===== src/rtl/servo_pos_ramp.sv =====
// Servo position ramp: maps 8-bit position commands to a PWM pulse width and
// slews the output duty toward that target by at most SLEW per 20 ms frame.
// Duty changes only at frame boundaries, and frame_start marks each boundary
// so the PWM stage can latch the new duty there.
module servo_pos_ramp #(
  parameter int FRAME_CYCLES = 500000,
  parameter int MIN_PULSE    = 25000,
  parameter int PULSE_LSB    = 98,
  parameter int SLEW         = 500,
  parameter int RESET_POS    = 128
) (
  input  logic        clk,
  input  logic        rst,
  input  logic        cmd_valid,
  output logic        cmd_ready,
  input  logic [7:0]  cmd_pos,
  output logic [18:0] duty,
  output logic        frame_start,
  output logic        busy,
  output logic        done
);

  localparam logic [18:0] RESET_DUTY = 19'(MIN_PULSE + RESET_POS * PULSE_LSB);
  localparam logic [18:0] LAST_CNT   = 19'(FRAME_CYCLES - 1);
  localparam logic [18:0] MIN19      = 19'(MIN_PULSE);
  localparam logic [18:0] LSB19      = 19'(PULSE_LSB);
  localparam logic [18:0] SLEW19     = 19'(SLEW);
  localparam logic [19:0] SLEW20     = 20'(SLEW);

  typedef enum logic [0:0] {IDLE, MOVING} state_t;

  state_t      state, state_next;
  logic [18:0] cnt;
  logic [18:0] target;
  logic [18:0] cmd_target;
  logic [18:0] target_next;
  logic [18:0] duty_next;
  logic [18:0] stepped;
  logic [19:0] duty20, target20, up20, diff20;
  logic        accept;
  logic        frame_end;
  logic        done_next;

  assign accept    = cmd_valid & cmd_ready;
  assign frame_end = (cnt == LAST_CNT);
  assign busy      = (state == MOVING);

  // The largest legal code keeps the product below 2^19, so 19 bits suffice.
  assign cmd_target = MIN19 + 19'(cmd_pos) * LSB19;

  // One slew step toward the held target; 20-bit math keeps the comparisons
  // free of wrap so the step saturates exactly at the target.
  always_comb begin
    duty20   = {1'b0, duty};
    target20 = {1'b0, target};
    up20     = duty20 + SLEW20;
    diff20   = duty20 - target20;
    stepped  = duty;
    if (target20 > duty20) begin
      stepped = (up20 >= target20) ? target : up20[18:0];
    end else if (target20 < duty20) begin
      stepped = (diff20 > SLEW20) ? (duty - SLEW19) : target;
    end
  end

  // Next duty/target: duty moves only at the frame end and always uses the
  // target held before this edge; a same-edge command lands in the next frame.
  always_comb begin
    duty_next   = duty;
    target_next = target;
    if (frame_end) duty_next = stepped;
    if (accept)    target_next = cmd_target;
  end

  // Move state: MOVING exactly while the output has not reached the target.
  // done fires when the target is reached by a move or by a command that
  // already equals the duty; an abandoned target never reaches done.
  always_comb begin
    state_next = state;
    done_next  = 1'b0;
    if (target_next != duty_next) begin
      state_next = MOVING;
    end else begin
      state_next = IDLE;
      done_next  = accept || (state == MOVING);
    end
  end

  // State register.
  always_ff @(posedge clk) begin
    if (rst) state <= IDLE;
    else     state <= state_next;
  end

  // Frame counter, strobes, duty/target registers and the ready flag.
  always_ff @(posedge clk) begin
    if (rst) begin
      cnt         <= '0;
      duty        <= RESET_DUTY;
      target      <= RESET_DUTY;
      cmd_ready   <= 1'b0;
      frame_start <= 1'b0;
      done        <= 1'b0;
    end else begin
      cnt         <= frame_end ? '0 : cnt + 19'd1;
      duty        <= duty_next;
      target      <= target_next;
      cmd_ready   <= 1'b1;
      frame_start <= frame_end;
      done        <= done_next;
    end
  end

endmodule


===== config.mk =====
export PLATFORM = sky130hd
export DESIGN_NAME = servo_pos_ramp
export DESIGN_NICKNAME = d
export VERILOG_FILES = /design/src/rtl/servo_pos_ramp.sv
export SDC_FILE = /design/constraint.sdc
export NUM_CORES = 1
export LEC_CHECK = 0
export CORE_ASPECT_RATIO = 2
export CORE_MARGIN = 10
export CORE_UTILIZATION = 57
export DETAILED_ROUTE_END_ITERATION = 8
export GPL_ROUTABILITY_DRIVEN = 0
export PLACE_DENSITY = 0.82
export SLEW_MARGIN = 20
export SYNTH_ARGS = -nofsm -noshare
export SYNTH_HDL_FRONTEND = slang
export SYNTH_SLANG_ARGS = --single-unit

===== constraint.sdc =====
create_clock -name clk -period 6 [get_ports clk]
set_input_delay 0.9 -clock clk [delete_from_list [all_inputs] [get_ports clk]]
set_output_delay 0.9 -clock clk [all_outputs]
set_load 0.1 [all_outputs]

==> results of run 1 <==
==> synthesized netlist by cell type, types with 7 or more instances <==
cell / n
inv_1: 39
a211o_1: 7
nor3_1: 28
a21oi_1: 56
buf_2: 9
o221ai_1: 7
a211oi_1: 14
and2_1: 10
o211ai_1: 13
xnor2_1: 37
xor2_1: 36
ha_1: 68
and3_1: 15
o21a_1: 12
nand3_1: 40
clkbuf_1: 39
o21ai_0: 37
nor4_1: 12
nand2_1: 103
or3_1: 9
nor2_1: 103
dfxtp_1: 61
a21o_1: 11
a31oi_1: 8
nand4_1: 24
mux2i_1: 10
==> final timing paths <==
check | from | to | slack, ns | cells past startpoint
setup / recovery | cmd_pos[2] | done | 0.24 | 19
hold / removal | cnt[0] | cnt[0] | 0.47 | 1
setup reg to reg | duty[5] | done | 0.35 | 21
hold reg to reg | cnt[0] | cnt[0] | 0.47 | 1
==> metrics by stage <==
stage	hold WS (ns)	worst slack (ns)	instances	power (mW)
final	0.467	0.242	1157	2.18
after global routing	0.479	0.00335	1157	2.27
after CTS	0.467	0.106	1157	2.08
after detailed placement	0.454	-0.259	1141	1.51
after global placement	0.447	-0.151	1141	1.49
after floorplan	0.430	0.405	944	1.13
==> where the power goes <==
part / total [mW] / switching, mW / internal (mW)
Combinational: 1.17 / 0.732 / 0.434
Clock: 0.579 / 0.213 / 0.366
Sequential: 0.434 / 0.0149 / 0.419
Total: 2.18 / 0.960 / 1.22
==> kinds of logic (layout without fill, tap and decap cells) <==
| kind of cell | after synthesis | in the layout |
|---|---|---|
| buf+inv | 91 | 157 |
| xor+xnor | 73 | 73 |
| fa+ha+maj | 71 | 71 |
| simple gates | 387 | 387 |
| compound gates | 247 | 247 |
| flops | 61 | 61 |
| mux | 14 | 14 |
==> area by class of cell <==
class | count | share of cell area, %
Timing Repair Buffer | 102 | 10.4
Clock inverter | 7 | 1.20
Tap cell | 147 | 2.25
Sequential cell | 61 | 15.0
Inverter | 39 | 1.79
Multi-Input combinational cell | 792 | 66.6
Clock buffer | 9 | 2.76
==> flip-flops by register name (all words and copies together), names as in the netlist <==
register     flops
duty            19
cnt             19
frame_start      1
done             1
cmd_ready        1
busy             1
target          19
==> metal layers <==
metal | vias to the layer above | global-route usage, % | routed length, um
li1 | 3611 | - | -
met4 | 0 | 26.2 | 2880
met2 | 623 | 55.9 | 13700
met5 | - | 0 | 0
met3 | 247 | 7.16 | 2600
met1 | 3753 | 31.5 | 8920
==> critical path, stage by stage <==
cell             delay, ns
clkdlybuf4s50_1       0.45
buf_4                 0.17
ha_1                  0.32
fa_1                  0.47
ha_1                  0.36
ha_1                  0.32
a211oi_1              0.10
nor3b_1               0.60
nor4bb_2              0.14
xnor2_1               0.29
mux2_2                0.31
a21oi_1               0.06
o21ai_0               0.28
o2111ai_1             0.15
mux2_2                0.30
nor4_1                0.27
nand4_1               0.14
nor4_2                0.23
o211a_1               0.19
==> out/results.ini, run 1 <==
[worst_setup_path]
arrival_ns=6.05
setup.worst_path.class=in -> reg
worst_ep_required_time_ns=6.30
start_kind=primary input
crit_fanout=5
crit_path_end_kind=flip-flop

[logic_synthesis]
yosysTopAreaCell=dfxtp_1
synth-main-ff-cell=dfxtp_1
yosysWarnings=0
synthSimpleGateAreaFrac_pct=27.2
synth_cells=944
synth-edff-count=0
yosysSeqAreaShare_pct=17.5
ys_ff_latch=61
synth_cell_types=84
yosys-top-cells-area=dfxtp_1, ha_1, nand2_1
synth_top_cell_area_share_pct=17.5
syn_area_per_cell_um2=7.38
synthesis.area_um2=6970
synthAdderAreaFrac_pct=13.1
synth_top_family_by_area=simple AND/OR/NAND/NOR gates
synth_compound_area_share_pct=25.8
ys_async_sr_fraction_pct=0
synth_xor_area_share_pct=9.17
syn_nets=1026
synth_mux_area_share_pct=2.08

[cells_and_area]
mostFrequentLayoutCells=nor2_1, nand2_1, buf_4
seq_area_um2=1220
nNetsFinal=1087
area_growth_pct=17.1
finish.utilization_pct=67.7
fin_area_um2=8160
fillCellCount=1009
multiInputGateArea_um2=5440
antennaDiodeCount=0
drive_gt1_share_pct=12.2

[clocking]
cts_hold_buf=0
cts_buffer_depth=2
ctsHtreeMaxLevel=3
clk_pin_slew_ns=0.07
clkLatencyLatePin_ns=0.35
cts_tree=done
clockRootBuffer=clkbuf_16
cts_buffers=9
clock-sinks=61
post_cts_resized=0
postCtsSetupRepairBufs=0

[min_path]
hp-class=reg -> reg

[power_and_ir_drop]
p_leak_nw=3.42
power_density_nw_per_um2=267
ir_worst_vdd_mv=0.232

[floorplanning]
pin_count=34
die_w_um=98.2
initial_core_util_pct=57.8
die-area_um2=17300
core_area_um2=12100
rows=57
die_h_um=176

[detailed_routing]
drt_iter0_drc=1232
drtAntennaViolNets=0
vias_per_cell=7.12
vias=8234
wl_per_cell_um=24.3
drc_errors=0
wirelength_um=28100
first_pass_iters=8

[timing]
slew_headroom_pct=22.5
period_needed_ns=5.76
finalSetupViolations=0
rsz0062_at_grt=no
skew_ns=0.0125
max_freq_ghz=0.174
fin_crit_sh_pct=96.0
worst_pin_slew_ns=1.16
fin_setup_tns_ns=0
hold_viol_final=0
finalMaxSlewViolations=0

[global_routing]
antenna_found_initial=0
grt_first_pass_wirelength_um=44000
grt_pass1_vias=8172
grt-ovfl-total=0
grt_usage_pct=32.0
grt_max_degree=28

[outcome]
status=completed

[job]
maxCapViolations=0

[placement]
place_area_um2=7810
place_hpwl_um=20200
io_buffers=33

(Power assumes the default switching activity.)
==> run 2, diff against run 1 <==
MAX_ROUTING_LAYER = met4   (was not set)
==> run 2 against run 1 <==
The run now ends with DRC left. Global-route usage grew 0.45 points. Flip-flop and latch count is the same. Core utilization is essentially flat. Clock skew shrank 0.0023 ns. Worst setup slack gained 0.0076 ns. Count of clock-buffer cells in the layout is the same. Hold slack gained 0.00064 ns. Final cell count is essentially flat. Die area is the same. Register-to-register slack gained 0.03 ns. Critical path type unchanged. Critical endpoint unchanged. Highest routed layer unchanged.
==> out/results.ini, run 2 (same netlist as run 1, synthesis figures left out) <==
[clocking]
clk_pin_slew_ns=0.06  ; about the same
cts_buffers=9  ; unchanged
cts_tree=done
clockRootBuffer=clkbuf_16
clock-sinks=61  ; unchanged
cts_hold_buf=0  ; unchanged
clkLatencyLatePin_ns=0.35  ; about the same
ctsHtreeMaxLevel=3  ; unchanged
cts_buffer_depth=2  ; unchanged

[worst_setup_path]
timing.critical_path.to=done
worstSetupStartpoint=cmd_pos[1]
start_kind=primary input
slowest_stage=or4b_4
arrival_ns=6.04  ; about the same
cp_common_cell=ha_1
reg2reg_depth=21  ; unchanged
crit_fanout=3  ; -2
rrSetupSlack_ns=0.38  ; +0.03 ns
timing.rr.start=duty[7]
crit_chain=clkdlybuf4s50_1, ha_1, inv_1, fa_1, inv_1, ha_1, ha_1, fa_1, a211oi_2, buf_4, nor2_1, nor4_2, or4b_4, buf_4, xnor2_1, o21ai_1, a32o_1, nor4_1, nand4_1, nor4_2, o211a_1
r2r-end=done
crit_path_end_kind=flip-flop
slowest_delay_ns=0.51  ; -0.09 ns
worst_ep_required_time_ns=6.29  ; about the same
setup.worst_path.class=in -> reg

[cells_and_area]
drive_gt1_share_pct=12.2  ; unchanged
area_growth_pct=17.1  ; about the same
mostFrequentLayoutCells=nor2_1, nand2_1, buf_4
fin_area_um2=8160  ; about the same
reg.largest.list=cnt x19, duty x19, target x19
nNetsFinal=1087  ; unchanged
layout.cells.non_filler=1158  ; +0.086%

[power_and_ir_drop]
power_mw=2.17  ; -0.17%
ir_worst_vdd_mv=0.228  ; -1.8%
power_density_nw_per_um2=266  ; -0.21%
p_leak_nw=3.42  ; unchanged

[detailed_routing]
vias_per_cell=7.11  ; -0.15%
wl_met2_um=13500  ; -1.7%
met3_length_um=2680  ; +3.2%
maxUsedRoutingLayer=met4
first_pass_iters=9  ; +1
m1WireLength_um=8760  ; -1.8%
drtAntennaViolNets=0  ; unchanged
wl_per_cell_um=24.1  ; -0.68%
drt_iter0_drc=1207  ; -2.0%
vias=8229  ; -0.061%
wirelength_um=28000  ; -0.60%
drc_errors=14  ; +14

[placement]
io_buffers=33  ; unchanged
post-place-ws_ns=-0.259  ; unchanged
place_hpwl_um=20200  ; unchanged
place_area_um2=7810  ; unchanged
placedCellCount=1141  ; unchanged

[global_routing]
grt-ovfl-total=0  ; unchanged
antenna_found_initial=1  ; +1
grt_usage_pct=32.5  ; +0.45 points
grt_max_degree=28  ; unchanged
grt_pass1_vias=8185  ; +0.16%
grt_first_pass_wirelength_um=43500  ; -1.1%

[floorplanning]
pin_count=34  ; unchanged
die_w_um=98.2  ; unchanged
die-area_um2=17300  ; unchanged
rows=57  ; unchanged
core_area_um2=12100  ; unchanged
initial_core_util_pct=57.8  ; unchanged
die_h_um=176  ; unchanged

[timing]
max_freq_ghz=0.174  ; +0.13%
slew_headroom_pct=23.7  ; +1.2 points
fin_crit_sh_pct=95.8  ; -0.13 points
whs_ns=0.467  ; +0.000636 ns
hold_viol_final=0  ; unchanged
worst_pin_slew_ns=1.14  ; -0.0175 ns
finalMaxSlewViolations=0  ; unchanged
post-route-worst-setup-slack_ns=0.250  ; +0.00761 ns
finalSetupViolations=0  ; unchanged
period_needed_ns=5.75  ; -0.00761 ns
skew_ns=0.0102  ; -0.00235 ns

[min_path]
hp-class=reg -> reg

[outcome]
status=complete, but fails checks
violations=DRC

[job]
maxCapViolations=0  ; unchanged

-- run 2: changes by cell type in the layout (fill, tap and decap cells not counted), sizes merged --
| cell | before | now |
|---|---|---|
| diode | 0 | 1 |
-- run 2: worst min-delay path by stage --
stage          depth (start not counted)  endpoint  slack (ns)   start
6_report                               1    cnt[0]        0.47  cnt[0]
5_1_grt                                1    cnt[0]        0.48  cnt[0]
2_1_floorplan                          1    cnt[0]        0.43  cnt[0]
3_5_place_dp                           1    cnt[0]        0.45  cnt[0]
4_1_cts                                1    cnt[0]        0.47  cnt[0]
3_3_place_gp                           1    cnt[0]        0.45  cnt[0]
-- run 2: repair_timing --
action,in CTS,in global routing
setup buffers,0,0
endpoints found under the setup margin,0,2
gates resized for setup,0,9
-- run 2: report_power, final --
| group | internal [mW] | switching (mW) |
|---|---|---|
| Clock | 0.366 | 0.211 |
| Combinational | 0.434 | 0.730 |
| Sequential | 0.419 | 0.0149 |
-- run 2: metrics by stage --
stage | utilization [%] | setup TNS (ns)
floorplan | - | 0
global placement | 64.8 | -0.251
detailed placement | 64.8 | -0.462
CTS | 67.4 | 0
global route | 67.7 | -0.195
finish | 67.7 | 0
-- run 2: worst max-delay path: cells and delay by family --
| family | cells | cell delay (ns) |
|---|---|---|
| and+or+nand+nor | 6 | 1.57 |
| AOI/OAI and AO/OA | 4 | 0.83 |
| buffers and inverters | 5 | 0.85 |
| adders and majority gates | 5 | 1.72 |
| xor gates and xnor gates | 1 | 0.16 |
-- run 2: cell type report --
type / count / area [um2]
Multi-Input combinational cell: 792 / 5440
Clock buffer: 9 / 225
Tap cell: 147 / 184
Inverter: 39 / 146
Clock inverter: 7 / 97.6
Fill cell: 1008 / 3890
Antenna cell: 1 / 2.50
Timing Repair Buffer: 102 / 848
Sequential cell: 61 / 1220
-- run 2: per-layer routing --
metal  global-route usage (%)  vias up
li1                         -     3619
met1                     30.5     3726
met2                     54.4      614
met3                     6.89      270
met4                     29.2        0
met5                        -        -
